--- src/rtl/varint_pkg.sv ---
// Shared types and helpers for the varint field arbiter.
package varint_pkg;

   typedef enum logic [1:0] {
      ST_IDLE = 2'd0,
      ST_KEY  = 2'd1,
      ST_VAL  = 2'd2
   } arb_state_t;

   localparam logic [2:0] WIRE_VARINT = 3'd0;

   // sint32 mapping: small magnitudes of either sign become small unsigned values
   function automatic logic [31:0] zigzag32(input logic [31:0] d);
      return (d << 1) ^ {32{d[31]}};
   endfunction

endpackage

--- src/rtl/varint_field_arbiter_rr_pick.sv ---
// Combinational round-robin picker: first set request at or after i_ptr, wrapping.
module rr_pick #(
   parameter int NUM_REQ = 4,
   parameter int IDX_W   = $clog2(NUM_REQ)
) (
   input  logic [NUM_REQ-1:0] i_req,
   input  logic [IDX_W-1:0]   i_ptr,
   output logic               o_valid,
   output logic [IDX_W-1:0]   o_idx
);

   logic [IDX_W:0]   w_sum;
   logic [IDX_W-1:0] w_idx;

   always_comb begin
      o_valid = 1'b0;
      o_idx   = '0;
      w_sum   = '0;
      w_idx   = '0;
      // scan farthest to nearest so the nearest set slot is the last to win
      for (int k = NUM_REQ - 1; k >= 0; k--) begin
         w_sum = {1'b0, i_ptr} + (IDX_W+1)'(k);
         if (w_sum >= (IDX_W+1)'(NUM_REQ))
            w_sum = w_sum - (IDX_W+1)'(NUM_REQ);
         w_idx = w_sum[IDX_W-1:0];
         if (i_req[w_idx]) begin
            o_valid = 1'b1;
            o_idx   = w_idx;
         end
      end
   end

endmodule

--- src/rtl/varint_field_arbiter.sv ---
// Shares one varint encoder among NUM_REQ field producers: pushes key then value per grant.
// Optional sint32 zigzag on the value is enabled by defining VARINT_ARB_ZIGZAG_EN.
//
// state   | meaning
// IDLE    | no field in progress, arbitrate among non-empty requesters
// KEY     | key word latched, pushing it when the encoder FIFO has room
// VAL     | value word latched, pushing it and popping the requester
module varint_field_arbiter
   import varint_pkg::*;
#(
   parameter int NUM_REQ = 4,
   parameter int FIELD_W = 5,
   parameter int IDX_W   = $clog2(NUM_REQ)
) (
   input  logic                       clk,
   input  logic                       reset,
   input  logic [NUM_REQ-1:0]         req_empty,
   input  logic [NUM_REQ*32-1:0]      req_data,
   input  logic [NUM_REQ*FIELD_W-1:0] req_field,
   input  logic [NUM_REQ-1:0]         req_signed,
   output logic [NUM_REQ-1:0]         req_pop,
   input  logic                       enc_fifo_full,
   output logic                       enc_push,
   output logic [31:0]                enc_data,
   output logic                       enc_is_key,
   output logic [IDX_W-1:0]           enc_src
);

   arb_state_t       r_state;
   logic [IDX_W-1:0] r_rr_ptr;
   logic [IDX_W-1:0] r_grant;
   logic [31:0]      r_key;
   logic [31:0]      r_val;

   logic               w_valid;
   logic [IDX_W-1:0]   w_pick;
   logic [31:0]        w_pick_data;
   logic [31:0]        w_pick_val;
   logic [FIELD_W-1:0] w_pick_field;

   rr_pick #(
      .NUM_REQ(NUM_REQ),
      .IDX_W  (IDX_W)
   ) u_rr_pick (
      .i_req  (~req_empty),
      .i_ptr  (r_rr_ptr),
      .o_valid(w_valid),
      .o_idx  (w_pick)
   );

   assign w_pick_data  = req_data[int'(w_pick)*32 +: 32];
   assign w_pick_field = req_field[int'(w_pick)*FIELD_W +: FIELD_W];

`ifdef VARINT_ARB_ZIGZAG_EN
   assign w_pick_val = req_signed[w_pick] ? zigzag32(w_pick_data) : w_pick_data;
`else
   logic w_unused_signed;
   assign w_unused_signed = ^req_signed;
   assign w_pick_val      = w_pick_data;
`endif

   assign enc_push   = (r_state != ST_IDLE) && !enc_fifo_full;
   assign enc_is_key = (r_state == ST_KEY) && !enc_fifo_full;
   assign enc_data   = (r_state == ST_VAL) ? r_val : r_key;
   assign enc_src    = r_grant;

   always_comb begin
      req_pop = '0;
      if (r_state == ST_VAL && !enc_fifo_full)
         req_pop[r_grant] = 1'b1;
   end

   always_ff @(posedge clk or negedge reset) begin
      if (!reset) begin
         r_state  <= ST_IDLE;
         r_rr_ptr <= '0;
         r_grant  <= '0;
         r_key    <= '0;
         r_val    <= '0;
      end else begin
         case (r_state)
            ST_IDLE: begin
               if (w_valid) begin
                  r_grant <= w_pick;
                  r_key   <= 32'({w_pick_field, WIRE_VARINT});
                  r_val   <= w_pick_val;
                  r_state <= ST_KEY;
               end
            end
            ST_KEY: begin
               if (!enc_fifo_full)
                  r_state <= ST_VAL;
            end
            ST_VAL: begin
               if (!enc_fifo_full) begin
                  r_rr_ptr <= (r_grant == IDX_W'(NUM_REQ - 1)) ? '0 : r_grant + 1'b1;
                  r_state  <= ST_IDLE;
               end
            end
            default: r_state <= ST_IDLE;
         endcase
      end
   end

endmodule

--- config.mk ---
export PLATFORM = sky130hd
export DESIGN_NAME = varint_field_arbiter
export DESIGN_NICKNAME = d
export VERILOG_FILES = /design/src/rtl/varint_pkg.sv /design/src/rtl/varint_field_arbiter_rr_pick.sv /design/src/rtl/varint_field_arbiter.sv
export SDC_FILE = /design/constraint.sdc
export NUM_CORES = 1
export LEC_CHECK = 0
export CORE_MARGIN = 5
export CORE_UTILIZATION = 36
export DETAILED_ROUTE_END_ITERATION = 7
export PLACE_DENSITY = 0.81
export SETUP_SLACK_MARGIN = 0.1
export SYNTH_ARGS = -nofsm -noshare
export SYNTH_HDL_FRONTEND = slang
export SYNTH_SLANG_ARGS = --single-unit
--- constraint.sdc ---
create_clock -name clk -period 2.4 [get_ports clk]
set_input_delay 0.36 -clock clk [delete_from_list [all_inputs] [get_ports clk]]
set_output_delay 0.36 -clock clk [all_outputs]
set_load 0.005 [all_outputs]
## Word-level counts from Yosys, hierarchy flattened

Cells that the tools add are included.

| cells by class | value |
|---|---|
| $add $sub $neg | 8 |
| $mul | 1 |
| magnitude comparators | 10 |
| eq/ne operators | 6 |
| shift operators | 2 |
| muxes and demuxes | 29 |
| bitwise logic cells | 2 |
| reductions and logical operators | 10 |

Operators with widths:

| operator | number |
|---|---|
| $shiftx A128 B8 Y32 | 1 |
| $mux W32 | 1 |
| $mux W2 | 12 |
| $shiftx A20 B6 Y5 | 1 |
| $lt A2 B3 Y1 const B | 5 |
| $ge A3 B3 Y1 const B | 3 |
| $mux W1 | 9 |
| $bmux W1 S2 | 4 |
| $sub A2 B1 Y2 const B | 4 |
| $add A2 B2 Y3 const B | 2 |
| $pmux W2 S3 | 1 |
| $mul A2 B3 Y5 const B | 1 |
| $eq A2 B2 Y1 const B | 2 |
| $logic_and A1 B1 Y1 | 4 |
| $mux W4 | 1 |
| $ne A2 B2 Y1 const B | 2 |
| $not A4 Y4 | 1 |
| $reduce_and A2 Y1 | 2 |
| $add A2 B1 Y3 const B | 1 |
| $ge A2 B3 Y1 const B | 1 |
| $reduce_and A3 Y1 | 1 |
| $add A2 B1 Y2 const B | 1 |
| $demux W1 S2 | 1 |
| $eq A2 B1 Y1 const B | 1 |
| other kinds (6) | 6 |

| storage, ports and cells | value |
|---|---|
| register bits | 43 |
| input port bits | 159 |
| output and inout bits | 40 |
| logic and storage cells | 73 |

## Longest topological paths before layout

Gate-level depths: netlist of the first run.

| depth | value |
|---|---|
| depth in word-level cells | 11 |
| gate-level depth with buffers | 7 |
| gate-level depth less buffers | 5 |

## By module

A second synthesis of the first run with hierarchy kept.

| second synthesis, totals | value |
|---|---|
| cell total of the unflattened synthesis | 205 |
| area, all modules | 2,979.1 um^2 |

Modules (own cells, without submodules):

| module | times used | cells each | area each (um^2) | sequential area each (um^2) |
|---|---|---|---|---|
| varint_field_arbiter | 1 | 192 | 2,901.5 | 1,076.0 |
| rr_pick | 1 | 13 | 77.6 | 0.0 |

## Worst setup path before layout of the first run

Ideal clock, no wire load.

| timing path | value |
|---|---|
| path type | register to register |
| from | register r_rr_ptr[1] |
| to | register r_val[31] |
| arrival | 1,546 ps |
| data required time | 2,258 ps |
| slack | 712 ps |
| cell stages (with the launch flop) | 8 |
| path buffers | 2 |
| cell sequence | dfrtp_1 -> nor2b_4 -> o21a_1 -> nor3_4 -> buf_6 -> buf_6 -> mux2i_1 -> o221ai_1 |

| on the way | value |
|---|---|
| longest elaborated chain between the ends | 10 |
| elaborated cells between the ends (all ways) | 33 |
| classes of those cells | 7 x add/sub; 4 x order compare; 1 x shift; 20 x mux; 1 x reduce/logical |

RTL lines:

| element | RTL line | RTL |
|---|---|---|
| from (decl) | varint_field_arbiter.sv:30 | `logic [IDX_W-1:0] r_rr_ptr;` |
| from (signal assigned) | varint_field_arbiter.sv:96 | `r_rr_ptr <= (r_grant == IDX_W'(NUM_REQ - 1)) ? '0 : r_grant + 1'b1;` |
| $add A2 B2 Y3 | varint_field_arbiter_rr_pick.sv:22 | `w_sum = {1'b0, i_ptr} + (IDX_W+1)'(k);` |
| $ge A3 B3 Y1 / $sub A2 B1 Y2 (equally long branches) | varint_field_arbiter_rr_pick.sv:23, varint_field_arbiter_rr_pick.sv:24 |  |
| $mux W2 | varint_field_arbiter_rr_pick.sv:23 | `if (w_sum >= (IDX_W+1)'(NUM_REQ))` |
| $bmux W1 S2 | varint_field_arbiter_rr_pick.sv:26 | `if (i_req[w_idx]) begin` |
| $mux W1 (not written as such) | varint_field_arbiter_rr_pick.sv:26 |  |
| $mux W2 / $mux W1 (equally long branches) (4 in series) | varint_field_arbiter_rr_pick.sv:26 |  |
| $shiftx A128 B8 Y32 / $reduce_and A2 Y1 (equally long branches) | - |  |
| to (signal assigned) | varint_field_arbiter.sv:86 | `r_val <= w_pick_val;` |
| to (decl) | varint_field_arbiter.sv:33 | `logic [31:0] r_val;` |

Several ways; a longest one is shown, not always the timed one. The select of a mux whose other input is x is not followed.
A chain may end at the register's enable or synchronous reset.

## Worst setup path after layout of the first run

| timing path | value |
|---|---|
| from | register r_state[0] |
| to | output port enc_data[26] |

| on the way | value |
|---|---|
| longest elaborated chain between the ends | 2 |

RTL lines:

| element | RTL line | RTL |
|---|---|---|
| from (decl) | varint_field_arbiter.sv:29 | `arb_state_t r_state;` |
| from (signal assigned) | varint_field_arbiter.sv:75 | `r_state <= ST_IDLE;` |
| from (signal assigned) | varint_field_arbiter.sv:87 | `r_state <= ST_KEY;` |
| from (signal assigned) | varint_field_arbiter.sv:92 | `r_state <= ST_VAL;` |
| $eq A2 B2 Y1 | varint_field_arbiter.sv:64 | `assign enc_data = (r_state == ST_VAL) ? r_val : r_key;` |
| $mux W32 | varint_field_arbiter.sv:64 |  |
| to (decl) | varint_field_arbiter.sv:24 | `output logic [31:0] enc_data,` |

Every way passes these cells.

==> results.yml, run 1 <==
die:
  die-area_sq_um: 10100
  pin_count: 199
  row_count: 33
  die_h_um: 100
  start_util_pct: 36.4
  core_area_sq_um: 8090
  dieWidth_um: 100
cells_and_area:
  multi_input_area_sq_um: 1710
  layout.nets: 651
  fillers: 690
  drive_gt1_share_pct: 5.73
  final_common_cell: "clkdlybuf4s50_1"
  fin_area_sq_um: 5110
  area_growth_pct: 73.5
  ff_latch_area_sq_um: 1080
  layout_common_cells: "clkdlybuf4s50_1 (193), mux2i_1 (75), nand2_1 (55), dfrtp_1 (43), o221ai_1 (37)"
  n_antenna_cell: 0
  stdcell_count: 594
synth:
  ys_seq_area_share_pct: 36.5
  synth_area_leaders: "dfrtp_1 (37%), mux2i_1 (25%), o221ai_1 (11%)"
  syn-num-nets: 459
  ys_warn_count: 0
  synth_top_area_share_pct: 36.5
  yosysTopAreaCell: "dfrtp_1"
  syn-cell-area_sq_um: 2950
  syn_avg_cell_area_sq_um: 9.95
  synth_cells: 296
  ys_types: 29
  synth-seq-cells: 43
global_routing:
  grt_pass1_wl_um: 15700
  grt_busiest_layer: "met2"
  use_met3_pct: 5.74
  grt_max_degree: 42
  grt_use_met2_pct: 34.6
  overflow: 0
  grt_pass1_vias: 3237
  grt_util_met1_pct: 22.2
  grt_antenna_before_repair: 0
  track_usage_pct: 19.3
drt:
  viasPerCell: 5.13
  drt-total-wl_um: 9970
  drt-wirelength-per-cell_um: 16.8
  vias: 3049
  first_pass_iters: 4
  drt_iter0_markers: 80
  ant_nets: 0
  drc_errors: 0
clock_network:
  numCtsBuffers: 5
  clock_latency_ps: 300
  clk_pin_slew_ps: 90
  clockRootBuffer: "clkbuf_8"
  cts.sinks: 43
  cts_setup_buffers: 0
  cts_max_path_buffers: 2
  cts_tree: "done"
  htree_levels: 2
critical_path:
  worstSetupPathType: "reg -> out"
  cp-start-kind: "flip-flop"
  worstPathRequired_ps: 2040
  cp-end-kind: "primary output"
  cp_max_fo: 21
  worstPathArrival_ps: 1790
timing:
  rsz0062_at_grt: "false"
  setup_ws_ps: 246
  maxSlewHeadroom_pct: 64.4
  final-hold-violation-count: 0
  tightest_slew_ps: 534
  clock_skew_ps: 9.37
  max_freq_ghz: 0.464
  finalSetupViolations: 0
  timing.final.max_slew_violations: 0
  final_period_minus_worst_setup_slack_ps: 2150
  finalSetupTns_ps: 0
  period_share_pct: 89.8
power:
  ir_worst_vdd_v: 0.000563
  p_leak_nw: 2.21
  pwr-share-clk_pct: 13.1
  p_sw_mw: 1.66
  swShare_pct: 37.7
  power_density_nw_per_um2: 861
  pwr-share-comb_pct: 57.4
  power_frac_seq_pct: 29.5
  intPower_mw: 2.74
placement:
  placed_cell_area_sq_um: 4980
  place_congestion: 0.803
  dp_slack_ps: 24.4
  hpwl_um: 7830
  placed_cells: 585
  io_buffer_count: 194
flow_run:
  maxCapViolCount: 0
min_path:
  hp-class: "in -> async"
run_status:
  status: "completed"
worst paths after layout:
check	start	to	slack, ps	cells past startpoint
min in group clk	r_val[9]	r_val[9]	480	2
max in group asynchronous	reset	r_val[11]	1320	3
min	reset	r_val[29]	370	2
min reg2reg	r_val[9]	r_val[9]	480	2
max	r_state[0]	enc_data[26]	250	4
max reg2reg	r_rr_ptr[1]	r_val[28]	430	6
registers in the layout, summed over array words and instances (netlist names):
name	flops
r_key	5
r_state	2
r_val	32
enc_src	2
r_rr_ptr	2
cell usage after synthesis:
| master | number |
|---|---|
| mux2i_1 | 75 |
| nand2_1 | 55 |
| dfrtp_1 | 43 |
| o221ai_1 | 37 |
| and2_1 | 31 |
| clkbuf_1 | 12 |
| buf_2 | 4 |
| buf_8 | 4 |
| ha_1 | 4 |
| nor2_1 | 4 |
| nand2b_1 | 3 |
| buf_6 | 2 |
| inv_1 | 2 |
| mux2_2 | 2 |
| nor3b_1 | 2 |
| o21a_1 | 2 |
| o21ai_0 | 2 |
| a21o_1 | 1 |
| a21oi_1 | 1 |
| buf_4 | 1 |
| nand3_1 | 1 |
| nand4_1 | 1 |
| nor2b_1 | 1 |
| nor2b_4 | 1 |
| nor3_1 | 1 |
| nor3_4 | 1 |
| o22ai_1 | 1 |
| o41ai_1 | 1 |
| or2_1 | 1 |
power by group through the flow:
stage | clock network [mW] | logic [mW] | registers (mW)
after floorplan | 0 | 1.61 | 1.25
after detailed placement | 0 | 2.55 | 1.32
after global routing | 0.623 | 2.77 | 1.36
after global placement | 0 | 2.49 | 1.29
after CTS | 0.594 | 2.56 | 1.30
final | 0.575 | 2.53 | 1.30
cell families (layout without fill, tap and decap cells):
logic type / after synthesis / count (layout) / synth area share [%]
fa+ha+maj: 4 / 4 / 1.70
mux: 77 / 77 / 26.2
compound gates: 45 / 45 / 12.8
flops: 43 / 43 / 36.5
buf+inv: 25 / 218 / 5.52
simple gates: 102 / 102 / 17.2
repair_timing:
action	in CTS	in global routing
hold endpoints to repair	2	0
gates resized for setup	0	2
hold buffers	1	0
setup endpoints to repair	0	11
metal layers:
layer | vias to the layer above | part of all wire [%]
li1 | 1462 | -
met5 | - | 0
met4 | 0 | 1.5
met1 | 1450 | 38
met3 | 14 | 8.1
met2 | 123 | 52
through the flow:
step / power [mW] / utilization [%] / hold slack [ps]
2_1_floorplan: 2.86 / - / 64.4
3_3_place_gp: 3.78 / 61.6 / 154
3_5_place_dp: 3.86 / 61.6 / 158
4_1_cts: 4.46 / 63.1 / 364
5_1_grt: 4.75 / 63.2 / 385
6_report: 4.40 / 63.2 / 372
layout make-up:
class                   count  area share (%)
well taps                 105            2.57
inverters                   2           0.147
clock inverters             3           0.856
repair buffers            208            40.5
clock buffers               5            1.35
multi-input cells         228            33.5
flip-flops and latches     43            21.0
worst max-delay path, cell delays in order (launching register included):
cell             delay (ps)
dfrtp_1                 440
nor2b_2                 160
buf_6                   200
and2_1                  170
clkdlybuf4s50_1         510
Note: power is estimated with default switching activity, not from simulation.
==> run 2, diff against run 1 <==
--- a/config.mk
+++ b/config.mk
@@ -9,7 +9,6 @@
 export CORE_UTILIZATION = 36
 export DETAILED_ROUTE_END_ITERATION = 7
 export PLACE_DENSITY = 0.81
-export SETUP_SLACK_MARGIN = 0.1
 export SYNTH_ARGS = -nofsm -noshare
 export SYNTH_HDL_FRONTEND = slang
 export SYNTH_SLANG_ARGS = --single-unit
==> run 2 against run 1 <==
  * Total power down 0.15%
  * Wire length about the same
  * Clock power about the same
  * Critical path type unchanged
==> results.yml, run 2 (same netlist as run 1, synthesis figures left out) <==
min_path:
  hp-class: "in -> async"
drt:
  met2_length_um: 5230
  drt-wirelength-per-cell_um: 16.8
  highest_layer: "met4"
  drt_iter0_markers: 80
  drt-total-wl_um: 9970
  viasPerCell: 5.13
  ant_nets: 0
  first_pass_iters: 4
  wl_met1_um: 3770
  vias: 3049
  routed-wl-met3_um: 810
  drc_errors: 0
die:
  die_h_um: 100
  die-area_sq_um: 10100
  pin_count: 199
  dieWidth_um: 100
  core_area_sq_um: 8090
  row_count: 33
  start_util_pct: 36.4
critical_path:
  crit_buf_inv: 1
  crit_family: "simple AND/OR/NAND/NOR gates"
  cp-start-kind: "flip-flop"
  worst_path_largest_cell_delay_ps: 500
  worstSetupPathType: "reg -> out"
  worstPathRequired_ps: 2040
  cp_cell_sequence: "nand2b_1 -> nor2_1 -> and2_1 -> clkdlybuf4s50_1"
  cp-end-kind: "primary output"
  worstPathArrival_ps: 1850
  cp_max_fo: 5
  cp_slowest_cell: "clkdlybuf4s50_1"
placement:
  dp_slack_ps: 24.4
  placed_cells: 585
  place_congestion: 0.803
  hpwl_um: 7830
  io_buffer_count: 194
timing:
  finalSetupViolations: 0
  whs_ps: 372
  maxSlewHeadroom_pct: 64.4
  rsz0062_at_grt: "false"
  setup_ws_ps: 187
  max_freq_ghz: 0.452
  final-hold-violation-count: 0
  tightest_slew_ps: 534
  timing.final.max_slew_violations: 0
  final_period_minus_worst_setup_slack_ps: 2210
  clock_skew_ps: 9.35
  finalSetupTns_ps: 0
  period_share_pct: 92.2
clock_network:
  htree_levels: 2
  clockRootBuffer: "clkbuf_8"
  cts_max_path_buffers: 2
  clock_latency_ps: 300
  cts_tree: "done"
  cts_setup_buffers: 0
  numCtsBuffers: 5
  clk_pin_slew_ps: 90
  cts.sinks: 43
cells_and_area:
  drive_gt1_share_pct: 5.52
  multi_input_area_sq_um: 1710
  fillers: 690
  reg_top3: "r_val (32), r_key (5)"
  regMostFlops: "r_val"
  layout.nets: 651
  largest_reg_flops: 32
  ff_latch_area_sq_um: 1080
  area_growth_pct: 73.3
  layout_common_cells: "clkdlybuf4s50_1 (193), mux2i_1 (75), nand2_1 (55), dfrtp_1 (43), o221ai_1 (37)"
  stdcell_count: 594
  final_common_cell: "clkdlybuf4s50_1"
  n_antenna_cell: 0
run_status:
  status: "completed"
global_routing:
  grt_pass1_wl_um: 15700
  overflow: 0
  grt_antenna_before_repair: 0
  grt_pass1_vias: 3237
  grt_max_degree: 42
  track_usage_pct: 19.3
power:
  p_leak_nw: 2.21
  finalPower_mw: 4.40
  power_density_nw_per_um2: 861
  ir_worst_vdd_v: 0.000561
flow_run:
  maxCapViolCount: 0
## run 2: path summary, 6_finish.rpt
check / startpoint / to / slack [ps] / cells past startpoint
worst max-delay path: r_state[0] / req_pop[1] / 190 / 4
max in group asynchronous: reset / r_val[11] / 1320 / 3
worst max register to register: r_rr_ptr[1] / r_val[28] / 430 / 6
worst min register to register: r_val[9] / r_val[9] / 480 / 2
min in group clk: r_val[9] / r_val[9] / 480 / 2
worst min-delay path: reset / r_val[29] / 370 / 2
## run 2: cell type report
class | instances | area share, %
sequential | 43 | 21.1
clock inverter | 3 | 0.857
tap | 105 | 2.57
multi-input combinational | 228 | 33.5
inverter | 2 | 0.147
timing repair buffer | 208 | 40.5
clock buffer | 5 | 1.35
## run 2: repair_timing
action,CTS,global route
endpoints found under the hold margin,2,0
setup endpoints to repair,0,0
hold buffers,1,0
gates resized for setup,0,0
## run 2: through the flow
step / area (sq um) / utilization, %
6_report: 5110 / 63.1
5_1_grt: 5110 / 63.1
4_1_cts: 5110 / 63.1
3_5_place_dp: 4980 / 61.6
3_3_place_gp: 4980 / 61.6
2_1_floorplan: 2950 / -
## run 2: worst register-to-register path: stages, from the launching register on
cell,delay [ps]
dfrtp_1,440
nor2b_4,150
o21a_1,190
nor3_4,270
buf_12,290
mux2i_1,340
o221ai_1,150
## run 2: per-layer routing
layer	vias to the layer above	global-route usage [%]
met3	14	5.74
met2	123	34.6
met1	1450	22.2
met4	0	5.70
met5	-	0
li1	1462	-
## run 2: where the power goes
part	internal, mW	total (mW)	switching (mW)
clock network	0.310	0.575	0.265
registers	1.09	1.30	0.211
logic	1.34	2.52	1.18
